--- config.mk ---
export PLATFORM = sky130hd
export DESIGN_NAME = dsp_pipe_drain_flat
export DESIGN_NICKNAME = d
export VERILOG_FILES = /design/src/rtl/dsp_pipe_drain_if.sv /design/src/rtl/dsp_pipe_drain.sv /design/src/flat_wrapper.sv
export SDC_FILE = /design/constraint.sdc
export NUM_CORES = 1
export LEC_CHECK = 0
export CORE_MARGIN = 3
export CORE_UTILIZATION = 55
export DETAILED_ROUTE_END_ITERATION = 8
export GPL_ROUTABILITY_DRIVEN = 0
export MAX_ROUTING_LAYER = met4
export PLACE_DENSITY = 0.8
export SYNTH_ARGS = -nofsm -noshare
export SYNTH_HDL_FRONTEND = slang
export SYNTH_SLANG_ARGS = --single-unit
--- constraint.sdc ---
create_clock -name CLK -period 3.57 [get_ports CLK]
set_input_delay 1.071 -clock CLK [delete_from_list [all_inputs] [get_ports CLK]]
set_output_delay 1.071 -clock CLK [all_outputs]
set_load 0.01 [all_outputs]
--- src/rtl/dsp_pipe_drain_if.sv ---
// ============================================================================
//  Module      : dsp_pipe_drain_if
//  Description : Issue, pipeline-tap and output-stream signals of the drain
//                controller, with controller (slave) and environment (master)
//                views.
//  Revision    : 1.0  initial release
// ============================================================================
`timescale 1ns/1ps
`default_nettype none

interface dsp_pipe_drain_if #(
    parameter int WIDTH = 48,
    parameter int DEPTH = 4
);
    localparam int c_LW = $clog2(DEPTH) + 1;

    logic             IN_VALID;
    logic             IN_READY;
    logic             PIPE_CE;
    logic [WIDTH-1:0] PIPE_Q;
    logic             OUT_VALID;
    logic             OUT_READY;
    logic [WIDTH-1:0] OUT_DATA;
    logic [c_LW-1:0]  LEVEL;

    modport slave (
        input  IN_VALID, PIPE_Q, OUT_READY,
        output IN_READY, PIPE_CE, OUT_VALID, OUT_DATA, LEVEL
    );

    modport master (
        output IN_VALID, PIPE_Q, OUT_READY,
        input  IN_READY, PIPE_CE, OUT_VALID, OUT_DATA, LEVEL
    );
endinterface

`default_nettype wire

--- src/rtl/dsp_pipe_drain.sv ---
// ============================================================================
//  Module      : dsp_pipe_drain
//  Description : Clock-enable owner and result drain FIFO for a fixed-latency
//                CE-gated DSP pipeline; freezes the pipe instead of dropping.
//                Optional stall/overflow stats: define DSP_DRAIN_STATS_EN.
//  Revision    : 1.0  initial release
// ============================================================================
`timescale 1ns/1ps
`default_nettype none

module dsp_pipe_drain #(
    parameter int WIDTH   = 48,
    parameter int LATENCY = 4,
    parameter int DEPTH   = 4
) (
    input  wire logic        CLK,
    input  wire logic        RST,
    input  wire logic        FLUSH,
    dsp_pipe_drain_if.slave  bus
`ifdef DSP_DRAIN_STATS_EN
    ,
    output logic [15:0]      STALL_CNT,
    output logic             OVF_SEEN
`endif
);

    localparam int               c_AW  = $clog2(DEPTH);
    localparam logic [c_AW:0]    c_ONE = (c_AW+1)'(1);

    logic [LATENCY-1:0] r_vld_sr;
    logic [LATENCY-1:0] w_vld_next;
    logic [c_AW:0]      r_wr;
    logic [c_AW:0]      r_rd;
    logic [c_AW:0]      r_level;
    logic [WIDTH-1:0]   r_mem [DEPTH];

    logic w_tail;
    logic w_full;
    logic w_ce;
    logic w_out_valid;
    logic w_push;
    logic w_pop;

    assign w_tail      = r_vld_sr[LATENCY-1];
    assign w_full      = (r_wr[c_AW-1:0] == r_rd[c_AW-1:0]) && (r_wr[c_AW] != r_rd[c_AW]);
    // Only a valid result at the tail needs a FIFO slot; bubbles may always advance.
    assign w_ce        = !FLUSH && (!w_tail || !w_full);
    assign w_out_valid = (r_level != '0);
    assign w_push      = w_ce && w_tail;
    assign w_pop       = w_out_valid && bus.OUT_READY;

    generate
        if (LATENCY == 1) begin : g_sr1
            assign w_vld_next = bus.IN_VALID;
        end else begin : g_srn
            assign w_vld_next = {r_vld_sr[LATENCY-2:0], bus.IN_VALID};
        end
    endgenerate

    always_ff @(posedge CLK or posedge RST) begin
        if (RST) begin
            r_vld_sr <= '0;
            r_wr     <= '0;
            r_rd     <= '0;
            r_level  <= '0;
        end else if (FLUSH) begin
            r_vld_sr <= '0;
            r_wr     <= '0;
            r_rd     <= '0;
            r_level  <= '0;
        end else begin
            if (w_ce) begin
                r_vld_sr <= w_vld_next;
            end
            if (w_push) begin
                r_wr <= r_wr + c_ONE;
            end
            if (w_pop) begin
                r_rd <= r_rd + c_ONE;
            end
            if (w_push && !w_pop) begin
                r_level <= r_level + c_ONE;
            end else if (w_pop && !w_push) begin
                r_level <= r_level - c_ONE;
            end
        end
    end

    // Storage needs no reset: reads are masked by the occupancy count.
    always_ff @(posedge CLK) begin
        if (w_push) begin
            r_mem[r_wr[c_AW-1:0]] <= bus.PIPE_Q;
        end
    end

    assign bus.PIPE_CE   = w_ce;
    assign bus.IN_READY  = w_ce;
    assign bus.OUT_VALID = w_out_valid;
    assign bus.OUT_DATA  = w_out_valid ? r_mem[r_rd[c_AW-1:0]] : '0;
    assign bus.LEVEL     = r_level;

`ifdef DSP_DRAIN_STATS_EN
    logic [15:0] r_stall_cnt;
    logic        r_ovf_seen;

    always_ff @(posedge CLK or posedge RST) begin
        if (RST) begin
            r_stall_cnt <= '0;
            r_ovf_seen  <= 1'b0;
        end else if (FLUSH) begin
            r_stall_cnt <= '0;
            r_ovf_seen  <= 1'b0;
        end else begin
            if (!w_ce && (r_stall_cnt != 16'hFFFF)) begin
                r_stall_cnt <= r_stall_cnt + 16'd1;
            end
            if (bus.OUT_READY && !w_out_valid) begin
                r_ovf_seen <= 1'b1;
            end
        end
    end

    assign STALL_CNT = r_stall_cnt;
    assign OVF_SEEN  = r_ovf_seen;
`endif

endmodule

`default_nettype wire

--- src/flat_wrapper.sv ---
// flat-port wrapper written by rule: the top's interface ports become plain ports
module dsp_pipe_drain_flat 
#(
    parameter int WIDTH   = 48,
    parameter int LATENCY = 4,
    parameter int DEPTH   = 4
)
  (CLK, RST, FLUSH, bus_IN_VALID, bus_PIPE_Q, bus_OUT_READY, bus_IN_READY, bus_PIPE_CE, bus_OUT_VALID, bus_OUT_DATA, bus_LEVEL);
  dsp_pipe_drain_if #(.WIDTH(WIDTH), .DEPTH(DEPTH)) bus_i ();
  input  wire logic CLK;
  input  wire logic RST;
  input  wire logic FLUSH;
  input wire logic [$bits(bus_i.IN_VALID)-1:0] bus_IN_VALID;
  input wire logic [$bits(bus_i.PIPE_Q)-1:0] bus_PIPE_Q;
  input wire logic [$bits(bus_i.OUT_READY)-1:0] bus_OUT_READY;
  output wire logic [$bits(bus_i.IN_READY)-1:0] bus_IN_READY;
  output wire logic [$bits(bus_i.PIPE_CE)-1:0] bus_PIPE_CE;
  output wire logic [$bits(bus_i.OUT_VALID)-1:0] bus_OUT_VALID;
  output wire logic [$bits(bus_i.OUT_DATA)-1:0] bus_OUT_DATA;
  output wire logic [$bits(bus_i.LEVEL)-1:0] bus_LEVEL;
  assign bus_i.IN_VALID = bus_IN_VALID;
  assign bus_i.PIPE_Q = bus_PIPE_Q;
  assign bus_i.OUT_READY = bus_OUT_READY;
  assign bus_IN_READY = bus_i.IN_READY;
  assign bus_PIPE_CE = bus_i.PIPE_CE;
  assign bus_OUT_VALID = bus_i.OUT_VALID;
  assign bus_OUT_DATA = bus_i.OUT_DATA;
  assign bus_LEVEL = bus_i.LEVEL;
  dsp_pipe_drain #(.WIDTH(WIDTH), .LATENCY(LATENCY), .DEPTH(DEPTH)) u_core (.CLK(CLK), .RST(RST), .FLUSH(FLUSH), .bus(bus_i));
endmodule
# Word-level counts from Yosys, hierarchy flattened
# Memories as Yosys holds them, arrays and structs flattened.
# Cells that the tools add are included.
# classes
n_addsub	4
n_eq_ne	2
n_mux	12
n_reduce_logical	17
# ops
operator	count
$mux W48	1
$mux W3	7
$add A3 B1 Y3 const B	3
$mux W4	2
$logic_and A1 B1 Y1	6
$reduce_bool A2 Y1	3
$reduce_bool A3 Y1	2
$logic_not A1 Y1	5
$sub A3 B1 Y3 const B	1
$eq A2 B2 Y1	1
$mux W1	2
$logic_or A1 B1 Y1	1
$ne A1 B1 Y1	1
# word_totals
register_bits	13
ramBits	192
input_bits	53
output_inout_bits	54
elab_cells	40
n_memories	1
# mem_list
memory	depth	word_bits	read_ports	rd_clocked_by_memory_dff	wr	line_no	rtl
u_core.r_mem	4	48	1	0	1	dsp_pipe_drain.sv:35	logic [WIDTH-1:0] r_mem [DEPTH];

# Logic depth before layout (Yosys ltp)
# Gate-level depths: netlist (run 1).
# logic_depth
ltp_word	11
mapped_depth	9
depth_no_buf	8

# Worst setup path before layout (run 1)
# OpenSTA, ideal clock, no wires.
# synth_timing
path_type	input -> register
from	in FLUSH
to	mem u_core.r_mem[3][0] (enable)
setup_ns	0.410
arrival_ns	2.768
required_ns	3.160
slack_ns	0.392
cell_stages	3
path_buffers	1
cell_sequence	clkbuf_1 nor3b_1 and2_1
# synth_via
elab_chain_len	5
# synth_rtl
item	line_no	rtl
start, declared	flat_wrapper.sv:12	input wire logic FLUSH;
$logic_not A1 Y1	dsp_pipe_drain.sv:47	assign w_ce = !FLUSH && (!w_tail || !w_full);
$logic_and A1 B1 Y1	dsp_pipe_drain.sv:47	
$logic_and A1 B1 Y1	dsp_pipe_drain.sv:49	assign w_push = w_ce && w_tail;
$mux W1	dsp_pipe_drain.sv:91	if (w_push) begin
$mux W1 (not written as such)	dsp_pipe_drain.sv:92	r_mem[r_wr[c_AW-1:0]] <= bus.PIPE_Q;
end, declared	dsp_pipe_drain.sv:35	
# No other way between the ends.

# Final worst setup path (run 1)
# layout_timing
from	reg u_core.r_rd[0]
to	out bus_OUT_DATA[45]
# layout_via
elab_chain_len	2
# layout_rtl
item	line_no	rtl
start, declared	dsp_pipe_drain.sv:33	logic [c_AW:0] r_rd;
start signal, assigned	dsp_pipe_drain.sv:79	r_rd <= r_rd + c_ONE;
$mem_v2 Z4 W48	-	
$mux W48	dsp_pipe_drain.sv:99	assign bus.OUT_DATA = w_out_valid ? r_mem[r_rd[c_AW-1:0]] : '0;
end, declared	flat_wrapper.sv:19	output wire logic [$bits(bus_i.OUT_DATA)-1:0] bus_OUT_DATA;
# No other way between the ends.

==> impl_metrics.csv, run 1 <==
group,metric,value,unit
global_route,grt_start_max_net_pins,50,
placement,numPortBuffers,106,
setup_path,timing.rr.end,"u_core.bus.LEVEL[2]$_DFFE_PP0P_",
detailed_routing,wire_per_inst,20.5,µm
power_and_ir_drop,power_frac_comb,21.8,%
timing,max_slew.worst_pin.slew,0.582,ns
timing,count_of_final_setup_violators,0,
timing,fmaxAchievable,0.287,GHz
clock_tree,cts-resized-gates,1,
floorplanning,area_inside_the_core_boundary,0.0141,mm²
setup_path,crit_slowest_cell,"mux4_2",
power_and_ir_drop,pwr_density_cell,582,mW/mm²
setup_path,worstSetupPathDepth,4,
synthesis,synth_common_cells,"edfxtp_1 (192), nor2b_1 (49), mux4_2 (48)",
setup_path,worst_ep_required_time,2.50,ns
global_route,grt_first_pass_wirelength,22900,µm
layout,area_delta_synth_final,24.8,%
synthesis,yosysUniqueCellTypes,32,
setup_path,timing.critical_path.to_type,"output port",
layout,final_core_utilization,71.3,%
layout,fillers,891,
setup_path,cp_num_buf_inv,2,
placement,place_area,0.00943,mm²
floorplanning,initial_core_util,57.1,%
setup_path,beginning_of_the_critical_path,"u_core.r_rd[0]$_DFFE_PP0P_",
synthesis,synth.top_cells.by_area,"edfxtp_1 (72%), mux4_2 (13%), dfrtp_1 (4.0%)",
timing,fin_crit,3.48,ns
setup_path,critPathCapture,"bus_OUT_DATA[45]",
setup_path,path_depth_of_the_worst_reg2reg_path,9,
power_and_ir_drop,sequentialPowerShare,45.7,%
synthesis,ys.warnings.count,0,
setup_path,timing_worst_setup_path_type,"reg -> out",
run,maxCapViolCount,0,
global_route,via_count_of_the_first_global_routing_pass,4347,
timing,worst_slew_margin_rel,60.9,%
setup_path,reg2reg_from,"u_core.r_rd[0]$_DFFE_PP0P_",
setup_path,timing.critical_path.from_type,"register",
clock_tree,cts_post_setup_buffers_inserted,0,
detailed_routing,dr_total_vias,3982,
placement,placed_cells,667,
layout,fin_nets,569,
power_and_ir_drop,power.switching,1.41,mW
global_route,antenna_found_initial,0,
setup_path,path_cells,"buf_6 > mux4_2 > nor2b_1 > clkdlybuf4s50_1",
timing,finalMaxSlewViolations,0,
clock_tree,worst_setup_hold_path_clk_slew,0.06,ns
outcome,run_status,"finished clean",
hold_path,hold_path_class,"reg -> reg",
layout,multi_input_gate_area,0.00184,mm²
detailed_routing,detail_route.drc_violations,0,
synthesis,synth.net_count,448,
floorplanning,fp.dieW,127,µm
detailed_routing,drt_iter0_drc,348,
power_and_ir_drop,swShare,24.2,%
clock_tree,clock_tree.htree_level_count,1,
global_route,overall_routing_resource_usage,18.9,%
timing,final.setup_skew,0.0101,ns
synthesis,async_s_r_ff_share_synth,6.34,%
floorplanning,floorplan.die.height,127,µm
synthesis,top_count_cell_post_synth,"edfxtp_1",
synthesis,yosys_most_used_dff,"edfxtp_1",
setup_path,r2r_slack,0.93,ns
power_and_ir_drop,clockPowerShare,32.5,%
synthesis,post_syn_area,0.00805,mm²
setup_path,timing.critical_path.max_delay_family,"buffers and inverters",
detailed_routing,drt_pre_antenna_iters,4,
timing,hold_viol_final,0,
power_and_ir_drop,pint,4.43,mW
synthesis,postSynthCellCount,389,
setup_path,worst-endpoint-arrival,2.41,ns
power_and_ir_drop,fin_total_pwr,5.84,mW
placement,detailed_place_hpwl,8390,µm
clock_tree,cts_inserted_buffers,21,
synthesis,yosysTopAreaCellShare,71.6,%
detailed_routing,wl,14400,µm
timing,post-route-period-util,97.5,%
synthesis,avgSynthCellArea,20.7,µm²
synthesis,yosysTopAreaCell,"edfxtp_1",
setup_path,crit_path_max_incr_delay,0.55,ns
clock_tree,ctsLongestPathBuffers,3,
clock_tree,quantity_of_hold_fixing_buffers_added_after_cts,0,
detailed_routing,via_per_inst,5.67,
clock_tree,clock_latency,0.48,ns
floorplanning,boundaryPins,107,
synthesis,synth_seq_cells,205,
power_and_ir_drop,leakage_power_summed_over_all_cells,3.27,nW
timing,grt_setup_unrepaired,"yes",
detailed_routing,ant_nets,0,
setup_path,worst-path-max-fanout,20,
power_and_ir_drop,power.ir.vdd_worst,0.491,mV
layout,seq_area,0.00610,mm²
clock_tree,clock_sinks,205,
layout,finalNonFillerCells,702,
timing,smallest_hold_slack,0.535,ns
synthesis,number_of_flops_mapped_to_enable_cells_by_yosys,192,
clock_tree,cts_root_buf,"clkbuf_16",
layout,final_cell_area,0.0100,mm²
layout,diodes,0,
synthesis,synth-seq-area-share,75.7,%
floorplanning,die-area,0.0161,mm²
global_route,overflow,0,
clock_tree,tritoncts,"yes",
floorplanning,rows,43,
layout,post_route_cells_drive_above_1_share,19.3,%
==> worst register-to-register path, stage by stage, from the launching register on <==
cell	delay [ns]
dfrtp_4	0.51
buf_6	0.21
xor2_2	0.21
nor3_2	0.28
nor3b_1	0.14
and2_1	0.19
fa_1	0.40
nand2_1	0.10
and3b_1	0.18
a311o_1	0.31
==> final cells by class <==
class,instances,area share (%)
Inverter,8,0.299
Multi-Input combinational cell,155,18.3
Clock buffer,25,5.38
Tap cell,180,2.24
Sequential cell,205,60.7
Timing Repair Buffer,119,12.5
Clock inverter,10,0.523
==> stage by stage <==
stage / TNS, ns / worst slack (ns)
6_report: 0 / 0.0903
2_1_floorplan: 0 / 0.392
4_1_cts: 0 / 0.0583
5_1_grt: -0.0187 / -0.00845
3_3_place_gp: 0 / 0.295
3_5_place_dp: 0 / 0.291
==> how the worst min path moves through the flow <==
| stage | start | end | slack (ns) | cells past startpoint |
|---|---|---|---|---|
| 2_1_floorplan | u_core.r_vld_sr[0]$_DFFE_PP0P_ | u_core.r_vld_sr[0]$_DFFE_PP0P_ | 0.49 | 2 |
| 3_3_place_gp | u_core.r_vld_sr[2]$_DFFE_PP0P_ | u_core.r_vld_sr[3]$_DFFE_PP0P_ | 0.50 | 2 |
| 3_5_place_dp | u_core.r_vld_sr[1]$_DFFE_PP0P_ | u_core.r_vld_sr[1]$_DFFE_PP0P_ | 0.52 | 2 |
| 4_1_cts | u_core.r_vld_sr[1]$_DFFE_PP0P_ | u_core.r_vld_sr[2]$_DFFE_PP0P_ | 0.54 | 2 |
| 5_1_grt | u_core.r_vld_sr[1]$_DFFE_PP0P_ | u_core.r_vld_sr[1]$_DFFE_PP0P_ | 0.55 | 2 |
| 6_report | u_core.r_vld_sr[1]$_DFFE_PP0P_ | u_core.r_vld_sr[2]$_DFFE_PP0P_ | 0.54 | 2 |
==> placed cells by master, fill, tap and decap left out, types with 2 or more instances in the layout <==
cell / instances
a21oi_1: 5
and2_2: 4
buf_12: 6
buf_4: 5
clkbuf_1: 4
clkbuf_16: 21
clkdlybuf4s50_1: 105
clkinv_1: 3
clkinv_2: 6
dfrtp_1: 11
edfxtp_1: 192
ha_1: 5
inv_1: 8
mux2_2: 2
mux2i_1: 4
mux4_2: 48
nand2_1: 4
nor2_1: 12
nor2b_1: 49
nor3_2: 2
o21ai_0: 2
xnor2_1: 4
xor2_1: 2
==> metal layers <==
metal / GRT usage [%] / routed length (µm) / vias to the layer above
li1: - / - / 1774
met1: 23.9 / 5800 / 2062
met2: 31.0 / 7410 / 118
met3: 4.25 / 753 / 28
met4: 5.80 / 410 / 0
met5: - / 0 / -
==> power by group through the flow <==
stage | sequential, mW | combinational [mW] | clock (mW)
6_report | 2.67 | 1.27 | 1.90
5_1_grt | 2.67 | 1.38 | 2.05
4_1_cts | 2.67 | 1.30 | 1.94
3_5_place_dp | 2.72 | 1.29 | 0
3_3_place_gp | 2.71 | 1.27 | 0
2_1_floorplan | 2.71 | 0.654 | 0
==> logic make-up after synthesis <==
kind of cell             count (synthesis)  share of synthesized area (%)
adder cells (fa/ha/maj)                  6                           1.03
flip-flops                             205                           75.7
multiplexers                            54                           14.2
AND/OR/NAND/NOR                         77                           5.57
AO/OA/AOI/OAI                           11                           1.03
XOR/XNOR                                 7                          0.855
buffers and inverters                   29                           1.63
==> sequential cells by signal (all words and copies together) (netlist names) <==
name and flops:
u_core.r_wr 3, u_core.r_rd 3, u_core.r_mem 192, u_core.r_vld_sr 4
u_core.bus.LEVEL 3
Note: power is estimated with default switching activity, not from simulation.
==> inputs of run 2 (changes only) <==
--- a/config.mk
+++ b/config.mk
@@ -8,3 +8,3 @@
 export CORE_MARGIN = 3
-export CORE_UTILIZATION = 55
+export CORE_UTILIZATION = 45
 export DETAILED_ROUTE_END_ITERATION = 8
@@ -12,3 +12,3 @@
 export MAX_ROUTING_LAYER = met4
-export PLACE_DENSITY = 0.8
+export PLACE_DENSITY = 0.67
 export SYNTH_ARGS = -nofsm -noshare
--- a/constraint.sdc
+++ b/constraint.sdc
@@ -3,2 +3,2 @@
 set_output_delay 1.071 -clock CLK [all_outputs]
-set_load 0.01 [all_outputs]
+set_load 0.05 [all_outputs]
==> run 2 against run 1 <==
Compared with the run above:
- register-to-register slack got worse by 0.20 ns
- highest routed layer unchanged
- first-iteration DRC count decreased by 19%
- core utilization decreased by 13 points
- critical path type unchanged
- largest cell class unchanged
- sequential power about the same
- via count decreased by 0.10%
- sequential cell count unchanged
- design area increased by 1.0%
- total power increased by 10%
==> impl_metrics.csv, run 2 (synthesized netlist as in run 1, its figures left out) <==
group,metric,value,unit
placement,numPortBuffers,106,
floorplanning,floorplan.die.height,140,µm
layout,fillers,1294,
power_and_ir_drop,power.switching,2.02,mW
detailed_routing,drt-met1-wl,6420,µm
placement,detailed_place_hpwl,9100,µm
placement,place_area,0.00948,mm²
placement,post-place-ws,0.237,ns
timing,final.setup_skew,0.00953,ns
power_and_ir_drop,sequentialPowerShare,41.4,%
power_and_ir_drop,pint,4.43,mW
timing,timing.final.ws_setup,0.193,ns
setup_path,timing.critical_path.from_type,"register",
detailed_routing,wl,15200,µm
setup_path,critical_path.most_common_cell,"buf_4",
layout,most-common-layout-cells,"edfxtp_1 (192), clkdlybuf4s50_1 (56), nor2b_1 (49), mux4_2 (48), buf_4 (33)",
timing,count_of_final_setup_violators,0,
detailed_routing,top_signal_layer_used,"met4",
hold_path,hold_path.startpoint,"u_core.r_vld_sr[2]$_DFFE_PP0P_",
global_route,grt_start_max_net_pins,50,
floorplanning,area_inside_the_core_boundary,0.0174,mm²
power_and_ir_drop,clockPowerShare,29.9,%
run,maxCapViolCount,0,
setup_path,timing.critical_path.to_type,"output port",
power_and_ir_drop,leakage_power_summed_over_all_cells,3.50,nW
power_and_ir_drop,pwr_density_cell,636,mW/mm²
detailed_routing,drt_pre_antenna_iters,4,
layout,post_route_cells_drive_above_1_share,25.6,%
setup_path,worst_ep_required_time,2.50,ns
detailed_routing,met3WireLength,748,µm
detailed_routing,via_per_inst,5.31,
timing,fmaxAchievable,0.296,GHz
power_and_ir_drop,swShare,31.3,%
detailed_routing,ant_nets,0,
clock_tree,cts_root_buf,"clkbuf_16",
timing,hold_viol_final,0,
setup_path,crit_path_max_incr_delay,0.53,ns
floorplanning,rows,48,
detailed_routing,wl_met2,7800,µm
timing,post-route-period-util,94.6,%
detailed_routing,dr_total_vias,3978,
global_route,via_count_of_the_first_global_routing_pass,4279,
global_route,overflow,0,
clock_tree,ctsLongestPathBuffers,3,
setup_path,worst-endpoint-arrival,2.31,ns
setup_path,timing_worst_setup_path_type,"reg -> out",
floorplanning,die-area,0.0195,mm²
hold_path,hold_path_class,"reg -> reg",
timing,worst_slew_margin_rel,61.5,%
layout,final_cell_area,0.0101,mm²
floorplanning,initial_core_util,46.2,%
detailed_routing,wire_per_inst,20.3,µm
setup_path,reg2reg_from,"u_core.r_rd[0]$_DFFE_PP0P_",
clock_tree,clock_sinks,205,
clock_tree,quantity_of_hold_fixing_buffers_added_after_cts,0,
clock_tree,tritoncts,"yes",
detailed_routing,detail_route.drc_violations,0,
layout,max_ffs_per_register,192,
layout,diodes,0,
timing,setup_tns,0,ns
timing,grt_setup_unrepaired,"no",
power_and_ir_drop,power_frac_comb,28.6,%
clock_tree,clock_latency,0.48,ns
global_route,antenna_found_initial,0,
setup_path,path_cells,"buf_8 > buf_4 > mux4_2 > nor2b_1 > buf_4",
timing,finalMaxSlewViolations,0,
layout,most_common_library_cell_in_the_layout_ignoring_fill_and_taps,"edfxtp_1",
timing,smallest_hold_slack,0.528,ns
global_route,overall_routing_resource_usage,16.4,%
setup_path,worst-path-max-fanout,11,
power_and_ir_drop,power.ir.vdd_worst,0.450,mV
outcome,run_status,"finished clean",
setup_path,crit_slowest_cell,"mux4_2",
timing,fin_crit,3.38,ns
layout,area_delta_synth_final,26.1,%
global_route,grt_first_pass_wirelength,24100,µm
clock_tree,clock_tree.htree_level_count,1,
floorplanning,boundaryPins,107,
timing,max_slew.worst_pin.slew,0.573,ns
layout,seq_area,0.00610,mm²
layout,multi_input_gate_area,0.00184,mm²
clock_tree,cts_inserted_buffers,20,
clock_tree,worst_setup_hold_path_clk_slew,0.06,ns
detailed_routing,drt_iter0_drc,282,
floorplanning,fp.dieW,140,µm
layout,fin_nets,572,
setup_path,beginning_of_the_critical_path,"u_core.r_rd[0]$_DFFE_PP0P_",
## run 2: changes by cell type in the layout (fill, tap and decap cells not counted), moves of 4 or more
cell             before  now
buf_4                 5   33
buf_12                6   13
clkdlybuf4s50_1     105   56
clkinv_2              6    2
dlymetal6s2s_1        1    7
dlygate4sd2_1         0   11
## run 2: final timing paths
check | endpoint | slack [ns] | cells after the start
min in group asynchronous | u_core.r_vld_sr[2]$_DFFE_PP0P_ | 0.94 | 2
max | bus_OUT_DATA[6] | 0.19 | 5
min | u_core.r_vld_sr[3]$_DFFE_PP0P_ | 0.53 | 2
max in group asynchronous | u_core.r_rd[0]$_DFFE_PP0P_ | 2.22 | 2
max reg2reg | u_core.bus.LEVEL[2]$_DFFE_PP0P_ | 0.73 | 10
min reg2reg | u_core.r_vld_sr[3]$_DFFE_PP0P_ | 0.53 | 2
## run 2: metal layers
metal,up-vias,global-route usage [%]
met3,20,3.23
met1,2064,21.4
li1,1788,-
met4,0,3.37
met2,106,27.1
met5,-,-
## run 2: cell type report
type | instances | share of cell area, %
well taps | 225 | 2.78
clock inverters | 9 | 0.617
inverters | 8 | 0.296
clock buffers | 24 | 5.29
repair buffers | 123 | 12.8
flip-flops and latches | 205 | 60.1
multi-input cells | 155 | 18.2
## run 2: power groups by stage
stage	combinational, mW	sequential [mW]	clock (mW)
after floorplan	1.24	2.74	0
after global placement	1.84	2.75	0
after detailed placement	1.84	2.75	0
after CTS	1.89	2.67	1.99
after global routing	1.96	2.67	2.08
final	1.85	2.67	1.93
## run 2: critical path: cells and delay by family (launching register included)
family / cells / cell delay (ns)
multiplexers: 1 / 0.53
AND/OR/NAND/NOR: 1 / 0.17
flip-flops: 1 / 0.45
buffers and inverters: 3 / 0.67
## run 2: what timing repair did
action | 4_1_cts | 5_1_grt
setup buffers | 3 | 0
gates resized for setup | 14 | 8
setup endpoints to repair | 44 | 9
## run 2: stage by stage
step / utilization (%) / power (mW) / instances
2_1_floorplan: - / 3.98 / 389
4_1_cts: 58.1 / 6.55 / 749
5_1_grt: 58.2 / 6.71 / 749
6_report: 58.2 / 6.45 / 749
3_3_place_gp: 54.4 / 4.59 / 713
3_5_place_dp: 54.4 / 4.59 / 713
==> inputs of run 3 (changes only) <==
Clock period 3.57 ns to 3.2 ns, I/O delays scaled along.
==> run 3 against run 2 <==
Compared with the run above:
- sequential cell count unchanged
- die area unchanged
- total power up 16%
- register-to-register slack worse by 0.14 ns
- critical path type unchanged
- critical endpoint is now bus_OUT_DATA[46]
==> impl_metrics.csv, run 3 (synthesized netlist as in run 1, its figures left out) <==
group,metric,value,unit
timing,worst_slew_margin_rel,64.8,%
layout,seq_area,0.00610,mm²
floorplanning,fp.dieW,140,µm
layout,fillers,1316,
global_route,grt_start_max_net_pins,50,
timing,count_of_final_setup_violators,0,
global_route,grt_first_pass_wirelength,23700,µm
timing,grt_setup_unrepaired,"no",
clock_tree,cts_post_setup_buffers_inserted,3,
global_route,grt.met2_usage,26.2,%
clock_tree,cts_root_buf,"clkbuf_16",
detailed_routing,detail_route.drc_violations,0,
setup_path,critical_path.most_common_cell,"buf_4",
clock_tree,quantity_of_hold_fixing_buffers_added_after_cts,0,
setup_path,timing.critical_path.to_type,"output port",
layout,most_common_library_cell_in_the_layout_ignoring_fill_and_taps,"edfxtp_1",
power_and_ir_drop,sequentialPowerShare,39.8,%
detailed_routing,drt_iter0_drc,209,
outcome,run_status,"finished clean",
setup_path,crit_path_max_incr_delay,0.51,ns
detailed_routing,drt_pre_antenna_iters,4,
clock_tree,clock_latency,0.49,ns
global_route,gr-usage-met3,3.95,%
global_route,gr-usage-met1,20.2,%
clock_tree,ctsLongestPathBuffers,3,
floorplanning,rows,48,
setup_path,timing.rr.end,"u_core.bus.LEVEL[2]$_DFFE_PP0P_",
clock_tree,cts_inserted_buffers,23,
power_and_ir_drop,power_frac_comb,27.5,%
floorplanning,initial_core_util,46.2,%
detailed_routing,wire_per_inst,19.5,µm
layout,multi_input_gate_area,0.00184,mm²
layout,final_core_utilization,58.2,%
power_and_ir_drop,power.switching,2.33,mW
run,maxCapViolCount,0,
timing,fmaxAchievable,0.331,GHz
layout,post_route_cells_drive_above_1_share,29.5,%
hold_path,hold_path_class,"reg -> reg",
clock_tree,clock_sinks,205,
global_route,overflow,0,
layout,max_ffs_per_register,192,
setup_path,reg2reg_from,"u_core.r_rd[0]$_DFFE_PP0P_",
clock_tree,tritoncts,"yes",
clock_tree,worst_setup_hold_path_clk_slew,0.06,ns
detailed_routing,ant_nets,0,
placement,numPortBuffers,106,
setup_path,cp_num_buf_inv,2,
clock_tree,clock_tree.htree_level_count,1,
global_route,overall_routing_resource_usage,15.9,%
layout,fin_nets,575,
setup_path,crit_slowest_cell,"mux4_2",
timing,final.setup_skew,0.00894,ns
global_route,via_count_of_the_first_global_routing_pass,4337,
detailed_routing,wl,14800,µm
placement,detailed_place_hpwl,8800,µm
power_and_ir_drop,pint,5.16,mW
power_and_ir_drop,power.ir.vdd_worst,0.505,mV
setup_path,worstSetupPathDepth,4,
setup_path,worst_ep_required_time,2.24,ns
placement,place_area,0.00940,mm²
setup_path,timing.critical_path.from_type,"register",
power_and_ir_drop,leakage_power_summed_over_all_cells,3.41,nW
setup_path,worst-path-max-fanout,7,
power_and_ir_drop,fin_total_pwr,7.49,mW
timing,finalMaxSlewViolations,0,
setup_path,r2r_slack,0.59,ns
timing,max_slew.worst_pin.slew,0.524,ns
timing,fin_crit,3.02,ns
global_route,antenna_found_initial,1,
hold_path,hold_path.startpoint,"u_core.r_vld_sr[2]$_DFFE_PP0P_",
hold_path,whs_path_depth,2,
floorplanning,floorplan.die.height,140,µm
timing,hold_viol_final,0,
power_and_ir_drop,swShare,31.1,%
setup_path,timing.critical_path.max_delay_family,"multiplexers",
power_and_ir_drop,pwr_density_cell,739,mW/mm²
setup_path,worst-endpoint-arrival,2.06,ns
timing,post-route-period-util,94.5,%
floorplanning,boundaryPins,107,
layout,most-common-layout-cells,"edfxtp_1 (192), buf_4 (59), clkdlybuf4s50_1 (55), nor2b_1 (49), mux4_2 (48)",
timing,setup_tns,0,ns
layout,final_cell_area,0.0101,mm²
clock_tree,cts-resized-gates,0,
detailed_routing,dr_total_vias,3982,
power_and_ir_drop,clockPowerShare,32.7,%
layout,area_delta_synth_final,26.0,%
floorplanning,die-area,0.0195,mm²
detailed_routing,via_per_inst,5.25,
setup_path,path_depth_of_the_worst_reg2reg_path,9,
setup_path,path_cells,"buf_4 > mux4_2 > nor2b_1 > buf_4",
hold_path,worst_hold_path.endpoint,"u_core.r_vld_sr[3]$_DFFE_PP0P_",
floorplanning,area_inside_the_core_boundary,0.0174,mm²
setup_path,timing_worst_setup_path_type,"reg -> out",
global_route,globalRoute.busiestLayer,"met2",
run 3: changes by cell type in the layout (fill, tap and decap cells not counted), moves of 4 or more:
cell | previous run | this run
dlymetal6s2s_1 | 7 | 0
buf_12 | 13 | 9
buf_4 | 33 | 59
dlygate4sd2_1 | 11 | 0
run 3: per-layer routing:
layer | up-vias | routed length [µm]
met1 | 2051 | 6120
met2 | 113 | 7440
li1 | 1797 | -
met5 | - | 0
met3 | 21 | 985
met4 | 0 | 259
run 3: worst reg2reg max path: cells and delay by family, from the launching register on:
family | cells | cell delay [ns]
buf+inv | 1 | 0.17
xor+xnor | 1 | 0.17
compound gates | 1 | 0.31
simple gates | 5 | 0.94
flops | 1 | 0.53
fa+ha+maj | 1 | 0.39
run 3: area by class of cell:
| type | count | area share (%) |
|---|---|---|
| clock buffers | 28 | 5.86 |
| inverters | 8 | 0.296 |
| flip-flops and latches | 205 | 60.1 |
| well taps | 225 | 2.78 |
| diodes | 1 | 0.0247 |
| clock inverters | 14 | 1.18 |
| repair buffers | 123 | 11.6 |
| multi-input cells | 155 | 18.1 |
run 3: power by group through the flow:
stage	Sequential, mW	Combinational, mW	Clock, mW
6_report	2.98	2.06	2.45
5_1_grt	2.98	2.17	2.64
4_1_cts	2.98	2.10	2.53
3_5_place_dp	3.07	2.04	0
3_3_place_gp	3.07	2.03	0
2_1_floorplan	3.06	1.39	0
run 3: through the flow:
| stage | hold slack (ns) | cells | setup slack (ns) |
|---|---|---|---|
| after floorplan | 0.486 | 389 | 0.0949 |
| after global placement | 0.498 | 713 | 0.336 |
| after detailed placement | 0.509 | 713 | 0.296 |
| after CTS | 0.518 | 758 | 0.128 |
| after global routing | 0.550 | 759 | 0.0793 |
| final | 0.513 | 759 | 0.177 |
run 3: how the worst max path moves through the flow:
stage / startpoint / endpoint / slack [ns]
2_1_floorplan: FLUSH / bus_PIPE_CE / 0.09
3_3_place_gp: FLUSH / u_core.bus.LEVEL[2]$_DFFE_PP0P_ / 0.34
3_5_place_dp: FLUSH / u_core.bus.LEVEL[2]$_DFFE_PP0P_ / 0.30
4_1_cts: u_core.r_rd[0]$_DFFE_PP0P_ / bus_OUT_DATA[44] / 0.13
5_1_grt: u_core.r_rd[0]$_DFFE_PP0P_ / bus_OUT_DATA[31] / 0.08
6_report: u_core.r_rd[0]$_DFFE_PP0P_ / bus_OUT_DATA[46] / 0.18
